File: config.mk
export PLATFORM = sky130hd
export DESIGN_NAME = fetch_stage_flat
export DESIGN_NICKNAME = d
export VERILOG_FILES = /design/src/rtl/riscv_pkg.sv /design/src/rtl/fetch_stage_if.sv /design/src/rtl/fetch_fifo.sv /design/src/rtl/fetch_stage.sv /design/src/flat_wrapper.sv
export SDC_FILE = /design/constraint.sdc
export NUM_CORES = 1
export LEC_CHECK = 0
export ABC_AREA = 0
export CAP_MARGIN = 30
export CORE_MARGIN = 2
export CORE_UTILIZATION = 57
export DETAILED_ROUTE_END_ITERATION = 8
export GPL_ROUTABILITY_DRIVEN = 0
export GPL_TIMING_DRIVEN = 0
export PLACE_DENSITY = 0.86
export SLEW_MARGIN = 30
export SYNTH_ARGS = -nofsm -noshare
export SYNTH_HDL_FRONTEND = slang
export SYNTH_SLANG_ARGS = --single-unit
File: constraint.sdc
create_clock -name clk -period 11.1 [get_ports clk]
set_input_delay 2.22 -clock clk [delete_from_list [all_inputs] [get_ports clk]]
set_output_delay 2.22 -clock clk [all_outputs]
set_load 0.005 [all_outputs]
File: src/rtl/riscv_pkg.sv
// rtl/riscv_pkg.sv - shared RV32 constants and the fetch packet type
package riscv_pkg;

    localparam int XLEN = 32;
    localparam logic [XLEN-1:0] NOP_INSTR = 32'h0000_0013;

    localparam logic [6:0] OPC_LUI    = 7'b0110111;
    localparam logic [6:0] OPC_AUIPC  = 7'b0010111;
    localparam logic [6:0] OPC_JAL    = 7'b1101111;
    localparam logic [6:0] OPC_JALR   = 7'b1100111;
    localparam logic [6:0] OPC_BRANCH = 7'b1100011;
    localparam logic [6:0] OPC_LOAD   = 7'b0000011;
    localparam logic [6:0] OPC_STORE  = 7'b0100011;
    localparam logic [6:0] OPC_OP_IMM = 7'b0010011;
    localparam logic [6:0] OPC_OP     = 7'b0110011;

    typedef struct packed {
        logic [XLEN-1:0] instr;
        logic [XLEN-1:0] pc;
    } fetch_pkt_t;

endpackage

File: src/rtl/fetch_stage_if.sv
// rtl/fetch_stage_if.sv - imem request/response, redirect and decode handshake bundle
interface fetch_stage_if;
    import riscv_pkg::*;

    logic            imem_req_valid;
    logic            imem_req_ready;
    logic [XLEN-1:0] imem_addr;
    logic            imem_rsp_valid;
    logic [XLEN-1:0] imem_rdata;
    logic            redirect_valid;
    logic [XLEN-1:0] redirect_pc;
    logic            id_valid;
    logic            id_ready;
    logic [XLEN-1:0] id_instr;
    logic [XLEN-1:0] id_pc;

    // Fetch stage side.
    modport master (
        output imem_req_valid, imem_addr, id_valid, id_instr, id_pc,
        input  imem_req_ready, imem_rsp_valid, imem_rdata, redirect_valid, redirect_pc, id_ready
    );

    // Memory / execute / decode side.
    modport slave (
        input  imem_req_valid, imem_addr, id_valid, id_instr, id_pc,
        output imem_req_ready, imem_rsp_valid, imem_rdata, redirect_valid, redirect_pc, id_ready
    );

endinterface

File: src/rtl/fetch_fifo.sv
// rtl/fetch_fifo.sv - synchronous FIFO with flush, used for pc tags and fetch packets
module fetch_fifo #(
    parameter int  DEPTH = 2,
    parameter type T     = logic [31:0]
) (
    input  logic                   clk,
    input  logic                   rst_n,
    input  logic                   push,
    input  logic                   pop,
    input  logic                   flush,
    input  T                       wdata,
    output T                       rdata,
    output logic [$clog2(DEPTH):0] count,
    output logic                   full,
    output logic                   empty
);

    localparam int AW = (DEPTH > 1) ? $clog2(DEPTH) : 1;
    localparam int CW = $clog2(DEPTH) + 1;
    localparam logic [CW-1:0] DEPTH_C = DEPTH[CW-1:0];

    T               mem [DEPTH];
    logic [AW-1:0]  wr_ptr;
    logic [AW-1:0]  rd_ptr;
    logic           do_push;
    logic           do_pop;

    assign empty   = (count == '0);
    assign full    = (count == DEPTH_C);
    assign do_pop  = pop & ~empty;
    // A push into a full FIFO is legal when the head leaves the same cycle.
    assign do_push = push & (~full | do_pop);
    assign rdata   = mem[rd_ptr];

    // Pointer and occupancy tracking; flush empties the FIFO in one cycle.
    always_ff @(posedge clk) begin
        if (!rst_n || flush) begin
            wr_ptr <= '0;
            rd_ptr <= '0;
            count  <= '0;
        end else begin
            if (do_push) wr_ptr <= wr_ptr + 1'b1;
            if (do_pop)  rd_ptr <= rd_ptr + 1'b1;
            count <= count + CW'(do_push) - CW'(do_pop);
        end
    end

    // Storage write; contents need no reset since empty masks them.
    always_ff @(posedge clk) begin
        if (do_push) mem[wr_ptr] <= wdata;
    end

endmodule

File: src/rtl/fetch_stage.sv
// rtl/fetch_stage.sv - PC owner, imem request issue with credits, redirect flush
module fetch_stage
    import riscv_pkg::*;
#(
    parameter logic [31:0] RESET_PC  = 32'h0000_0000,
    parameter int          MAX_OUTST = 2
) (
    input  logic          clk,
    input  logic          rst_n,
    fetch_stage_if.master bus
);

    localparam int CW = $clog2(MAX_OUTST) + 1;
    localparam logic [CW:0] MAX_C = MAX_OUTST[CW:0];

    logic             rst_n_q;
    logic [XLEN-1:0]  pc_q;
    logic [CW-1:0]    outst;
    logic [CW-1:0]    drop;
    logic [CW:0]      credit_sum;

    logic             redirect;
    logic             accept;
    logic             rsp;
    logic             rsp_keep;
    logic             id_fire;

    logic [XLEN-1:0]  tag_head;
    logic [CW-1:0]    tag_count;
    logic             tag_full;
    logic             tag_empty;

    fetch_pkt_t       pkt_in;
    fetch_pkt_t       pkt_head;
    logic [CW-1:0]    fifo_count;
    logic             fifo_full;
    logic             fifo_empty;

    assign redirect   = bus.redirect_valid;
    assign credit_sum = {1'b0, outst} + {1'b0, fifo_count};

    // Requests in flight plus buffered packets never exceed the FIFO depth.
    assign bus.imem_req_valid = rst_n_q & ~redirect & (credit_sum < MAX_C);
    assign bus.imem_addr      = pc_q;
    assign accept             = bus.imem_req_valid & bus.imem_req_ready;

    // Responses with nothing outstanding (e.g. stragglers around reset) are ignored.
    assign rsp      = bus.imem_rsp_valid & (outst != '0);
    assign rsp_keep = rsp & (drop == '0) & ~redirect;

    assign pkt_in.instr = bus.imem_rdata;
    assign pkt_in.pc    = tag_head;

    assign bus.id_valid = ~fifo_empty;
    assign bus.id_instr = fifo_empty ? NOP_INSTR : pkt_head.instr;
    assign bus.id_pc    = fifo_empty ? '0 : pkt_head.pc;
    assign id_fire      = ~fifo_empty & bus.id_ready;

    fetch_fifo #(.DEPTH(MAX_OUTST), .T(logic [XLEN-1:0])) u_tag_q (
        .clk   (clk),
        .rst_n (rst_n),
        .push  (accept),
        .pop   (rsp_keep),
        .flush (redirect),
        .wdata (pc_q),
        .rdata (tag_head),
        .count (tag_count),
        .full  (tag_full),
        .empty (tag_empty)
    );

    fetch_fifo #(.DEPTH(MAX_OUTST), .T(fetch_pkt_t)) u_pkt_q (
        .clk   (clk),
        .rst_n (rst_n),
        .push  (rsp_keep),
        .pop   (id_fire),
        .flush (redirect),
        .wdata (pkt_in),
        .rdata (pkt_head),
        .count (fifo_count),
        .full  (fifo_full),
        .empty (fifo_empty)
    );

    // PC, outstanding and drop counters; a redirect turns every in-flight request stale.
    always_ff @(posedge clk) begin
        if (!rst_n) begin
            rst_n_q <= 1'b0;
            pc_q    <= RESET_PC;
            outst   <= '0;
            drop    <= '0;
        end else begin
            rst_n_q <= 1'b1;
            if (redirect) begin
                pc_q  <= bus.redirect_pc & 32'hFFFF_FFFC;
                drop  <= outst - CW'(rsp);
                outst <= outst - CW'(rsp);
            end else begin
                if (accept) pc_q <= pc_q + 32'd4;
                if (rsp && (drop != '0)) drop <= drop - 1'b1;
                outst <= outst + CW'(accept) - CW'(rsp);
            end
        end
    end

    a_rsp_outst: assert property (@(posedge clk) disable iff (!rst_n)
        bus.imem_rsp_valid |-> (outst != '0));
    a_tag_avail: assert property (@(posedge clk) disable iff (!rst_n)
        rsp_keep |-> !tag_empty);
    a_tag_room: assert property (@(posedge clk) disable iff (!rst_n)
        accept |-> !tag_full);
    a_pkt_room: assert property (@(posedge clk) disable iff (!rst_n)
        (rsp_keep && fifo_full) |-> id_fire);
    a_tag_bal: assert property (@(posedge clk) disable iff (!rst_n)
        ({1'b0, tag_count} + {1'b0, drop}) == {1'b0, outst});

endmodule

File: src/flat_wrapper.sv
// flat-port wrapper written by rule: the top's interface ports become plain ports
module fetch_stage_flat import riscv_pkg::*;
#(
    parameter logic [31:0] RESET_PC  = 32'h0000_0000,
    parameter int          MAX_OUTST = 2
)
  (clk, rst_n, bus_imem_req_valid, bus_imem_addr, bus_id_valid, bus_id_instr, bus_id_pc, bus_imem_req_ready, bus_imem_rsp_valid, bus_imem_rdata, bus_redirect_valid, bus_redirect_pc, bus_id_ready);
  fetch_stage_if bus_i ();
  input  logic clk;
  input  logic rst_n;
  output wire logic [$bits(bus_i.imem_req_valid)-1:0] bus_imem_req_valid;
  output wire logic [$bits(bus_i.imem_addr)-1:0] bus_imem_addr;
  output wire logic [$bits(bus_i.id_valid)-1:0] bus_id_valid;
  output wire logic [$bits(bus_i.id_instr)-1:0] bus_id_instr;
  output wire logic [$bits(bus_i.id_pc)-1:0] bus_id_pc;
  input wire logic [$bits(bus_i.imem_req_ready)-1:0] bus_imem_req_ready;
  input wire logic [$bits(bus_i.imem_rsp_valid)-1:0] bus_imem_rsp_valid;
  input wire logic [$bits(bus_i.imem_rdata)-1:0] bus_imem_rdata;
  input wire logic [$bits(bus_i.redirect_valid)-1:0] bus_redirect_valid;
  input wire logic [$bits(bus_i.redirect_pc)-1:0] bus_redirect_pc;
  input wire logic [$bits(bus_i.id_ready)-1:0] bus_id_ready;
  assign bus_imem_req_valid = bus_i.imem_req_valid;
  assign bus_imem_addr = bus_i.imem_addr;
  assign bus_id_valid = bus_i.id_valid;
  assign bus_id_instr = bus_i.id_instr;
  assign bus_id_pc = bus_i.id_pc;
  assign bus_i.imem_req_ready = bus_imem_req_ready;
  assign bus_i.imem_rsp_valid = bus_imem_rsp_valid;
  assign bus_i.imem_rdata = bus_imem_rdata;
  assign bus_i.redirect_valid = bus_redirect_valid;
  assign bus_i.redirect_pc = bus_redirect_pc;
  assign bus_i.id_ready = bus_id_ready;
  fetch_stage #(.RESET_PC(RESET_PC), .MAX_OUTST(MAX_OUTST)) u_core (.clk(clk), .rst_n(rst_n), .bus(bus_i));
endmodule
=== After elaboration in Yosys (flattened, before gate mapping) ===
Memories as Yosys holds them, arrays and structs flattened. A register that Yosys moved wholly into a read port is not among the register bits.
Cells that the tools add are included.

* Bits in read-only memories: 0
* Word-level logic and storage cells: 76
* Bits in latches: 0
* Output and inout bits: 98
* Bits in registers: 45
* Memories: 2
* Memory bits (writable): 192

* Equal/unequal tests: 2
* Order comparisons: 1
* Multiply operators: 0
* Bitwise logic cells: 19
* Multiplexer cells: 16
* $add $sub $neg: 14
* Reduce and logical (&&, ||, !) cells: 11
* Div/mod/pow operators: 0
* Shift-type cells: 0

{| class="wikitable"
|+ Memories
! memory !! words !! width !! rd ports !! clocked after memory_dff !! write ports !! line !! text
|-
| u_core.u_pkt_q.mem || 2 || 64 || 1 || 1 || 1 || fetch_fifo.sv:22 || <nowiki>T mem [DEPTH];</nowiki>
|-
| u_core.u_tag_q.mem || 2 || 32 || 1 || 1 || 1 || fetch_fifo.sv:22 ||
|}

{| class="wikitable"
|+ Operators with widths
! kind !! number
|-
| two-way mux 32 bit || 4
|-
| adder 32 x 3 -> 32 bit (second input constant) || 1
|-
| AND 1 bit || 11
|-
| two-way mux 1 bit || 9
|-
| nonzero test 2 bit || 4
|-
| subtractor 2 x 1 -> 2 bit || 4
|-
| adder 2 x 1 -> 2 bit || 3
|-
| zero test 2 bit || 3
|-
| two-way mux 2 bit || 3
|-
| inverter 1 bit || 6
|-
| adder 1 bit (second input constant) || 4
|-
| equality test 2 bit (second input constant) || 2
|-
| adder 2 x 2 -> 3 bit || 1
|-
| < comparator 3 x 2 -> 1 bit (second input constant) || 1
|-
| bitwise OR 1 bit || 2
|-
| OR reduction 2 bit || 1
|-
| subtractor 2 x 1 -> 2 bit (second input constant) || 1
|-
| logical AND 1 bit || 1
|-
| zero test 1 bit || 1
|-
| logical OR 1 bit || 1
|}

=== Longest topological paths before layout ===
Gate-level depths: netlist of run 1.

* Word-level depth: 9
* Mapped depth: 10
* Depth with buffers taken out: 10

=== By module ===
Synthesis of run 1 repeated with hierarchy kept, for this count alone.

* Cell total of the unflattened synthesis: 726
* Area, all modules: 10147.2 µm²

{| class="wikitable"
|+ By module, submodules not included
! module !! cells each !! seq. area each (µm²) !! instances !! area an instance (µm²)
|-
| fetch_fifo (u_core.u_pkt_q) || 232 || 3943.8 || 1 || 4862.2
|-
| fetch_stage || 361 || 700.7 || 1 || 2721.4
|-
| fetch_fifo (u_core.u_tag_q) || 133 || 2021.9 || 1 || 2563.7
|}

=== Worst setup path before layout of run 1 ===
Ideal clock, no wire load.

* Path type: input port to flip-flop
* Start point: in bus_imem_rsp_valid
* End point: mem u_core.u_pkt_q.mem[0][10] (netlist bit), enable pin
* Arrival time: 5.517 ns
* Data required time: 10.618 ns
* Buffers on the path: 0
* Slack: 5.101 ns
* Cell stages on the path: 4
* Library setup time: 0.482 ns
* Path through: o21ai_0 nor3b_2 o21ai_1 nor2_1

* Longest elaborated chain between the ends: 6

{| class="wikitable"
|+ Ends and longest elaborated chain
! what !! line !! text
|-
| start: declaration || flat_wrapper.sv:17 || <nowiki>input wire logic [$bits(bus_i.imem_rsp_valid)-1:0] bus_imem_rsp_valid;</nowiki>
|-
| AND 1 bit || fetch_stage.sv:48 || <nowiki>assign rsp = bus.imem_rsp_valid & (outst != '0);</nowiki>
|-
| AND 1 bit (2 in series) || fetch_stage.sv:49 || <nowiki>assign rsp_keep = rsp & (drop == '0) & ~redirect;</nowiki>
|-
| AND 1 bit || fetch_fifo.sv:32 || <nowiki>assign do_push = push & (~full | do_pop);</nowiki>
|-
| two-way mux 1 bit || fetch_fifo.sv:50 || <nowiki>if (do_push) mem[wr_ptr] <= wdata;</nowiki>
|-
| two-way mux 1 bit (implied by the code) || fetch_fifo.sv:50 ||
|-
| end: declaration || fetch_fifo.sv:22 ||
|}

No other way between the ends.

=== Final worst setup path of run 1 ===
* Start point: in bus_redirect_valid
* End point: out bus_imem_req_valid

* Longest elaborated chain between the ends: 3

{| class="wikitable"
|+ Ends and longest elaborated chain
! what !! line !! text
|-
| start: declaration || flat_wrapper.sv:19 || <nowiki>input wire logic [$bits(bus_i.redirect_valid)-1:0] bus_redirect_valid;</nowiki>
|-
| inverter 1 bit || fetch_stage.sv:43 || <nowiki>assign bus.imem_req_valid = rst_n_q & ~redirect & (credit_sum < MAX_C);</nowiki>
|-
| AND 1 bit (2 in series) || fetch_stage.sv:43 ||
|-
| end: declaration || flat_wrapper.sv:11 || <nowiki>output wire logic [$bits(bus_i.imem_req_valid)-1:0] bus_imem_req_valid;</nowiki>
|}

No other way between the ends.

==> results of run 1 <==
report_power, final:
part           internal [mW]  total (mW)  switching, mW
clock network          0.442       0.753          0.311
logic                 0.0754       0.142         0.0667
registers              0.955       0.977         0.0226
layer usage:
layer	vias up	track usage, %	routed length (µm)
met5	-	0	0
met4	0	9.08	633
met3	52	4.19	1570
met2	275	41.3	10800
met1	2942	31.0	8610
li1	2820	-	-
area by class of cell:
cell class	count	area, µm²	area share [%]
Sequential cell	229	6430	52.6
Multi-Input combinational cell	385	2780	22.8
Timing Repair Buffer	166	1770	14.5
Clock buffer	28	614	5.03
Tap cell	216	270	2.21
Buffer	34	164	1.34
Clock inverter	14	129	1.06
Inverter	15	56.3	0.461
Yosys cell counts (all sizes together) (2+ instances only):
| master | count |
|---|---|
| a21boi | 7 |
| a21oi | 19 |
| and2 | 12 |
| and3 | 11 |
| and4 | 3 |
| buf | 16 |
| clkbuf | 18 |
| dfxtp | 45 |
| edfxtp | 184 |
| ha | 8 |
| inv | 14 |
| mux2 | 30 |
| mux2i | 63 |
| nand2 | 28 |
| nand2b | 3 |
| nand3 | 14 |
| nand4 | 15 |
| nor2 | 76 |
| nor2b | 2 |
| nor3 | 5 |
| nor3b | 2 |
| nor4 | 4 |
| o211ai | 2 |
| o21a | 4 |
| o21ai | 26 |
| o311a | 2 |
| o31a | 2 |
| xnor2 | 9 |
| xor2 | 19 |
stage by stage:
step / instance area, µm² / setup WS, ns
after floorplan: 9400 / 5.10
after global placement: 11300 / 3.28
after detailed placement: 11500 / 5.59
after CTS: 12200 / 5.58
after global routing: 12200 / 5.54
final: 12200 / 5.58
layout by cell type, fill, tap and decap left out, types with 3 or more instances in the layout:
master and count:
nor2_1 74, o21ai_0 25, dfxtp_1 45, a21boi_0 6, buf_2 8, and2_1 11, nand3_1 14, nand4_1 13
ha_1 8, xnor2_1 9, clkinv_2 8, buf_16 6, edfxtp_1 184, xor2_1 19, nor3_1 4, nand2_1 27
a21oi_1 19, mux2_2 30, o21a_1 4, clkbuf_16 23, clkbuf_1 21, inv_1 13, clkdlybuf4s50_1 160, conb_1 4
mux2i_1 63, and3_1 10, buf_4 5, nand2b_1 3
worst paths after layout:
| check | from | endpoint | cells past startpoint |
|---|---|---|---|
| setup / recovery | bus_redirect_valid | bus_imem_req_valid | 3 |
| hold reg to reg | u_core.bus.imem_addr[23]$_SDFFE_PN0P_ | u_core.u_tag_q.mem[1][23]$_DFFE_PP_ | 0 |
| setup reg to reg | u_core.u_pkt_q.count[0]$_SDFF_PP0_ | u_core.u_tag_q.mem[1][26]$_DFFE_PP_ | 7 |
| hold / removal | u_core.bus.imem_addr[23]$_SDFFE_PN0P_ | u_core.u_tag_q.mem[1][23]$_DFFE_PP_ | 0 |
logic make-up (layout without fill, tap and decap cells):
group / Yosys count / in the layout / synth area share, %
XOR/XNOR: 28 / 28 / 2.61
multiplexers: 93 / 93 / 10.3
adder cells (fa/ha/maj): 9 / 9 / 1.28
flip-flops: 229 / 229 / 68.4
buffers and inverters: 49 / 257 / 2.34
AO/OA/AOI/OAI: 73 / 73 / 4.94
other: 1 / 4 / 0.0399
AND/OR/NAND/NOR: 178 / 178 / 10.0
sequential cells by signal (all words and copies together) (netlist names), named ones only:
name                   cells
u_core.u_pkt_q.rd_ptr      1
u_core.u_tag_q.wr_ptr      1
u_core.outst               2
u_core.u_pkt_q.wr_ptr      1
u_core.bus.imem_addr      30
u_core.rst_n_q             1
u_core.u_pkt_q.count       2
u_core.u_tag_q.mem        60
u_core.u_tag_q.count       2
u_core.u_tag_q.rd_ptr      1
u_core.drop                2
u_core.u_pkt_q.mem       124
worst reg2reg max path, stage by stage (launching register included):
cell and delay [ns]:
dfxtp_1 0.38, and2_1 0.16, fa_1 0.47, nor4b_4 0.38, nand2_2 0.13, inv_2 0.19, o31a_1 0.27, and2_2 0.66
==> reports/metrics.yaml, run 1 <==
run_status:
  outcome: "completed"
logic_synthesis:
  synth_top_area_share_pct: 58.8
  ys.warnings.count: 0
  synth_edf_count: 184
  async_flop_share_pct: 0
  syn-mean-instance-area_um2: 14.2
  synth_cell_types: 59
  ys.flop_type: "edfxtp_1"
  syn_inst: 660
  synth_top_area_cell: "edfxtp_1"
  synth-seq-cells: 229
  seq_area_frac_synth_pct: 68.4
  synth.cell_area_um2: 9390
  synthTopCellsByArea: "edfxtp_1 (59%), dfxtp_1 (9.6%), mux2i_1 (6.7%), mux2_2 (3.6%), nor2_1 (3.0%)"
worst_setup_path:
  crit_path_end_kind: "output port"
  critPathTopFamily: "buffers and inverters"
  crit_buf_inv: 2
  reg2reg_slack_ns: 8.07
  path_cells: "buf_6 > nor4b_4 > clkdlybuf4s50_1"
  critical_path_class: "primary input to output port"
  cp_max_fo: 10
  cp_slowest_cell: "clkdlybuf4s50_1"
  cp.required_ns: 8.88
  slowest_delay_ns: 0.57
  cp.arrival_ns: 3.30
  critPathLaunchType: "primary input"
cts:
  clk_pin_slew_ns: 0.06
  post-cts-setup-buffers: 0
  cts.path.max_buffers: 3
  cts_sinks: 229
  cts_resized: 0
  htree_levels: 1
  root_buffer: "clkbuf_16"
  cts_made_buffers: 23
  cts_tree: "built"
  cts-hold-fix-buffers: 0
  clk_latency_ns: 0.51
grt:
  grt-ovfl-total: 0
  grt.total_usage_pct: 24.1
  antenna_found_initial: 0
  grt_pass1_vias: 6220
  grt_max_degree: 31
  grt_pass1_wl_um: 33200
power_and_ir_drop:
  vdd_ir_drop_max_mv: 0.108
  finalPower_mw: 1.87
  p_leak_nw: 4.11
  power_density_nw_per_um2: 153
routing:
  vias: 6089
  wl_per_cell_um: 19.9
  antenna_left: 0
  dr.pass1.iters: 5
  drc: 0
  finalWirelength_um: 21600
  vias_per_cell: 5.60
  drt-initial-drc-count: 487
finish:
  num_antenna_cells: 0
  drive_above_1_share_pct: 12.5
  finalNonFillerCells: 1087
  area_growth_pct: 30.0
  final_nets: 933
  fin_util_pct: 76.3
  fillers: 969
placed_design:
  hpwl_um: 14700
  dp_cells: 1045
  portBuffers: 160
timing:
  worst_pin_slew_ns: 0.780
  finalSetupViolCount: 0
  whs_ns: 0.542
  slew_headroom_pct: 47.8
  finalSetupTns_ns: 0
  final-max-slew-violation-count: 0
  hold_viol_final: 0
  rsz0062_at_grt: "no"
  skew_ns: 0.0154
  fmaxAchievable_mhz: 181
  period_share_pct: 49.7
  fin_crit_ns: 5.52
die:
  initial_core_util_pct: 58.7
  io_pins: 168
  dieArea_um2: 17500
  die_w_um: 132
  core_area_um2: 16000
  chipHeight_um: 132
  rows: 46
job:
  cap_viol_max_count: 0
min_path:
  min_path_type: "flop to flop"
No activity file was read; power rests on OpenSTA's default activity.
==> run 2, diff against run 1 <==
CORE_UTILIZATION = 47   (was 57)
PLACE_DENSITY = 0.75   (was 0.86)
clock period = 4.6 ns   (was 11.1 ns; I/O delays follow)
==> run 2 against run 1 <==
Compared with the run above:
- final area is 0.67% higher
- clock skew shrank 0.0025 ns
- flip-flop and latch count stayed put
- non-clock buffer count increased by 1
- hold slack worse by 0.027 ns
- critical path type is now flop to output port
==> reports/metrics.yaml, run 2 (synthesis gave the netlist of run 1 again) <==
die:
  core_area_um2: 19500  # +22%
  chipHeight_um: 145  # +9.8%
  dieArea_um2: 21100  # +21%
  io_pins: 168  # unchanged
  die_w_um: 145  # +9.8%
  rows: 51  # +11%
  initial_core_util_pct: 48.1  # -11 points
cts:
  root_buffer: "clkbuf_16"
  cts_sinks: 229  # unchanged
  htree_levels: 1  # unchanged
  cts.path.max_buffers: 3  # unchanged
  cts_tree: "built"
  clk_pin_slew_ns: 0.06  # about the same
  post-cts-setup-buffers: 0  # unchanged
  clk_latency_ns: 0.51  # about the same
  cts-hold-fix-buffers: 0  # unchanged
  cts_resized: 0  # unchanged
  cts_made_buffers: 24  # +4.3%
worst_setup_path:
  cp.arrival_ns: 2.87  # -0.43 ns
  rr_worst_depth: 7  # unchanged
  cp_num_cells: 5  # +2
  critical_path_class: "flop to output port"
  crit_path_end_kind: "output port"
  cp.required_ns: 3.68  # -5.20 ns
  critPathLaunchType: "flop"
  path_cells: "nor2_1 > clkbuf_1 > buf_1 > nor2_1 > clkdlybuf4s50_1"
  cp_slowest_cell: "nor2_1"
  cp_max_fo: 10  # unchanged
  cpMostUsedCell: "nor2_1"
  crit_buf_inv: 3  # +1
  slowest_delay_ns: 0.61  # +0.04 ns
  critPathTopFamily: "buffers and inverters"
grt:
  grt.total_usage_pct: 19.2  # -4.9 points
  grt_pass1_wl_um: 32400  # -2.3%
  antenna_found_initial: 0  # unchanged
  grt_pass1_vias: 5869  # -5.6%
  grt_max_degree: 31  # unchanged
  grt-ovfl-total: 0  # unchanged
finish:
  num_antenna_cells: 0  # unchanged
  layout_commonest_cell: "edfxtp_1"
  area_growth_pct: 30.8
  largest-register: "u_core.u_pkt_q.mem"
  fin_util_pct: 62.9  # -13 points
  largest_reg_flops: 124  # unchanged
  final_nets: 935  # +0.21%
  drive_above_1_share_pct: 12.0  # -0.49 points
  final_cell_mix: "edfxtp_1 (184), clkdlybuf4s50_1 (160), nor2_1 (74)"
timing:
  period_share_pct: 82.3
  hold_viol_final: 0  # unchanged
  skew_ns: 0.0129  # -0.00252 ns
  finalWorstSetupSlack_ns: 0.813  # -4.77 ns
  fmaxAchievable_mhz: 264
  finalSetupViolCount: 0  # unchanged
  worst_pin_slew_ns: 0.773  # -0.00700 ns
  whs_ns: 0.515  # -0.0272 ns
  final-max-slew-violation-count: 0  # unchanged
  rsz0062_at_grt: "no"
  fin_crit_ns: 3.79
  slew_headroom_pct: 48.3  # +0.47 points
routing:
  vias: 5872  # -3.6%
  wl_per_cell_um: 18.0  # -9.3%
  vias_per_cell: 5.16  # -7.9%
  drt-initial-drc-count: 312  # -36%
  antenna_left: 0  # unchanged
  dr.pass1.iters: 5  # unchanged
  finalWirelength_um: 20500  # -5.0%
  drc: 0  # unchanged
placed_design:
  hpwl_um: 14400  # -2.4%
  dp_slack_ns: 1.07  # -4.52 ns
  portBuffers: 160  # unchanged
power_and_ir_drop:
  p_leak_nw: 4.10  # -0.21%
  vdd_ir_drop_max_mv: 0.316  # +190%
  power_density_nw_per_um2: 366  # +140%
min_path:
  min_path_type: "flop to flop"
  hold_depth: 2  # +2
job:
  cap_viol_max_count: 0  # unchanged
run_status:
  outcome: "completed"
-- run 2: cell count changes in the layout (fill, tap and decap cells not counted), sizes merged --
cell      previous run  this run
buf                 22        23
clkinv              11         8
inv                 15        14
bufinv               2         1
clkbuf              46        50
clkinvlp             1         3
-- run 2: cell type report --
| type | count | area (µm²) |
|---|---|---|
| sequential | 229 | 6430 |
| clock inverter | 11 | 83.8 |
| multi-input combinational | 385 | 2780 |
| tap | 265 | 332 |
| inverter | 15 | 56.3 |
| clock buffer | 32 | 652 |
| fill | 1499 | 7240 |
| timing repair buffer | 167 | 1790 |
| buffer | 34 | 164 |
-- run 2: worst paths after layout --
kind	end	from	slack, ns
hold reg to reg	u_core.u_tag_q.rd_ptr$_SDFFE_PP0P_	u_core.u_tag_q.rd_ptr$_SDFFE_PP0P_	0.51
hold / removal	u_core.u_tag_q.rd_ptr$_SDFFE_PP0P_	u_core.u_tag_q.rd_ptr$_SDFFE_PP0P_	0.51
setup / recovery	bus_id_instr[22]	u_core.u_pkt_q.count[1]$_SDFF_PP0_	0.81
setup reg to reg	u_core.u_tag_q.mem[1][26]$_DFFE_PP_	u_core.u_pkt_q.count[0]$_SDFF_PP0_	1.58
-- run 2: power by group --
part | switching (mW) | leakage (nW) | total [mW] | internal (mW)
Clock | 0.751 | 0.351 | 1.80 | 1.05
Sequential | 0.0514 | 2.05 | 2.36 | 2.30
Combinational | 0.157 | 1.70 | 0.342 | 0.185
-- run 2: per-stage QoR --
stage / power (mW) / instance area [µm²] / cells / setup TNS (ns)
floorplan: 2.54 / 9400 / 663 / -12.33
global placement: 2.72 / 11300 / 1088 / -287.22
detailed placement: 2.74 / 11600 / 1095 / 0
CTS: 4.53 / 12300 / 1138 / 0
global route: 4.65 / 12300 / 1138 / 0
finish: 4.50 / 12300 / 1138 / 0
-- run 2: routing by layer --
metal	wire length (µm)	track usage, %	up-vias
li1	-	-	2829
met1	8930	26.2	2833
met2	10000	32.4	185
met3	1240	3.39	25
met4	281	4.12	0
met5	0	0	-
-- run 2: worst register-to-register path, cell delays in order, from the launching register on --
cell and delay, ns:
dfxtp_1 0.38, and2_1 0.16, fa_1 0.47, nor4b_4 0.37
nand2_2 0.12, inv_2 0.19, o31a_1 0.25, and2_2 0.68
==> run 3, diff against run 2 <==
clock period = 3.13 ns   (was 4.6 ns; I/O delays follow)
==> run 3 against run 2 <==
Compared with the run above:
- global-route usage up 0.082 points
- via count up 1.1%
- clock power up 63%
- hold slack worse by 0.046 ns
- clock-buffer cell count down 5
- wire length up 0.11%
- clock skew up 0.010 ns
- register-to-register slack worse by 1.5 ns
==> reports/metrics.yaml, run 3 (synthesis gave the netlist of run 1 again) <==
run_status:
  outcome: "completed"
cts:
  root_buffer: "clkbuf_16"
  cts-hold-fix-buffers: 0  # unchanged
  cts_sinks: 229  # unchanged
  clk_pin_slew_ns: 0.06  # about the same
  htree_levels: 1  # unchanged
  cts_made_buffers: 24  # unchanged
  clk_latency_ns: 0.52  # about the same
  cts.path.max_buffers: 3  # unchanged
  cts_tree: "built"
die:
  initial_core_util_pct: 48.1  # unchanged
  die_w_um: 145  # unchanged
  dieArea_um2: 21100  # unchanged
  chipHeight_um: 145  # unchanged
  io_pins: 168  # unchanged
  rows: 51  # unchanged
  core_area_um2: 19500  # unchanged
finish:
  final_nets: 935  # unchanged
  drive_above_1_share_pct: 12.9  # +0.90 points
  final_cell_mix: "edfxtp_1 (184), clkdlybuf4s50_1 (159), nor2_1 (73)"
  fillers: 1474  # -1.7%
  regArea_um2: 6430  # about the same
  layout_commonest_cell: "edfxtp_1"
  num_antenna_cells: 0  # unchanged
  final_cell_area_um2: 12400  # +0.97%
  largest_reg_flops: 124  # unchanged
  area_growth_pct: 32.1
  fin_util_pct: 63.5  # +0.61 points
  largest-register: "u_core.u_pkt_q.mem"
  multiInputGateArea_um2: 2790  # +0.31%
timing:
  period_share_pct: 96.5
  slew_headroom_pct: 50.3  # +2.0 points
  finalSetupViolCount: 0  # unchanged
  whs_ns: 0.468  # -0.0463 ns
  hold_viol_final: 0  # unchanged
  skew_ns: 0.0231  # +0.0102 ns
  fin_crit_ns: 3.02
  worst_pin_slew_ns: 0.742  # -0.0311 ns
  final-max-slew-violation-count: 0  # unchanged
  fmaxAchievable_mhz: 331
grt:
  grt-ovfl-total: 0  # unchanged
  grt_max_degree: 31  # unchanged
  grt_pass1_wl_um: 32200  # -0.62%
  grt.total_usage_pct: 19.3  # +0.082 points
  grt_pass1_vias: 5857  # -0.20%
  antenna_found_initial: 0  # unchanged
routing:
  drc: 0  # unchanged
  wl_per_cell_um: 18.0  # about the same
  finalWirelength_um: 20500  # +0.11%
  drt-initial-drc-count: 378  # +21%
  dr.pass1.iters: 5  # unchanged
  antenna_left: 0  # unchanged
  vias_per_cell: 5.21  # +0.98%
  vias: 5935  # +1.1%
job:
  cap_viol_max_count: 0  # unchanged
power_and_ir_drop:
  power_density_nw_per_um2: 557  # +52%
  p_leak_nw: 4.18  # +2.0%
  vdd_ir_drop_max_mv: 0.336  # +6.3%
placed_design:
  hpwl_um: 14300  # -0.61%
  placed_area_um2: 11600  # unchanged
  portBuffers: 160  # unchanged
worst_setup_path:
  crit_path_end_kind: "flop"
  cp.required_ns: 3.35  # -0.33 ns
  critical_path_class: "flop to flop"
  cp_max_fo: 22  # +12
  critPathLaunchType: "flop"
  cp.arrival_ns: 3.24  # +0.37 ns
min_path:
  min_path_type: "primary input to flop"
-- run 3: cell count changes in the layout (fill, tap and decap cells not counted), sizes merged --
cell,before,now
clkdlybuf4s50,160,159
clkbuf,50,43
inv,14,15
bufinv,1,5
dlymetal6s2s,0,1
clkinvlp,3,1
buf,23,25
clkinv,8,11
-- run 3: cell type report --
| cell class | count | area share (%) |
|---|---|---|
| flip-flops and latches | 229 | 51.8 |
| inverters | 15 | 0.454 |
| plain buffers | 32 | 1.27 |
| clock buffers | 27 | 4.93 |
| multi-input cells | 385 | 22.5 |
| clock inverters | 17 | 1.77 |
| well taps | 265 | 2.67 |
| repair buffers | 169 | 14.6 |
-- run 3: worst max-delay path, cell delays in order, from the launching register on --
cell and delay (ns):
dfxtp_2 0.34, and2_1 0.15, fa_1 0.50, nor4b_4 0.40, buf_4 0.18, nand2_2 0.07, inv_2 0.21, o31a_1 0.26
nor2b_4 0.39, buf_16 0.22
-- run 3: path summary, 6_finish.rpt --
kind | endpoint | from | cells past startpoint | slack [ns]
max | u_core.u_tag_q.mem[0][23]$_DFFE_PP_ | u_core.u_pkt_q.count[0]$_SDFF_PP0_ | 9 | 0.11
min | u_core.bus.imem_addr[22]$_SDFFE_PN0P_ | bus_redirect_valid | 3 | 0.47
max reg2reg | u_core.u_tag_q.mem[0][23]$_DFFE_PP_ | u_core.u_pkt_q.count[0]$_SDFF_PP0_ | 9 | 0.11
min reg2reg | u_core.u_tag_q.mem[1][22]$_DFFE_PP_ | u_core.bus.imem_addr[22]$_SDFFE_PN0P_ | 0 | 0.53
-- run 3: power by group --
group          internal (mW)  switching, mW  leakage [nW]
registers               3.39         0.0779          2.05
logic                  0.274          0.231          1.73
clock network           1.82           1.12         0.403
-- run 3: routing by layer --
metal | routed length [µm] | global-route usage, % | share of wire (%)
met5 | 0 | 0 | 0
met4 | 394 | 6.18 | 1.9
met3 | 1230 | 3.17 | 6.0
met2 | 10200 | 33.1 | 50
met1 | 8690 | 25.2 | 42
-- run 3: metrics by stage --
| step | TNS [ns] | total power, mW | worst slack (ns) | std cells |
|---|---|---|---|---|
| final | 0 | 6.91 | 0.111 | 1139 |
| after global routing | -0.00516 | 7.14 | -0.00516 | 1139 |
| after CTS | -0.0428 | 6.96 | -0.0428 | 1137 |
| after detailed placement | 0 | 4.03 | 0.00836 | 1095 |
| after global placement | -250.10 | 3.99 | -1.82 | 1088 |
| after floorplan | -32.24 | 3.73 | -0.260 | 663 |
-- run 3: timing repair --
action | in CTS | in global routing
pin swaps | 0 | 1
endpoints found under the setup margin | 62 | 39
buffers inserted | 0 | 2
resized for setup | 3 | 4
hold endpoints to repair | 0 | 0
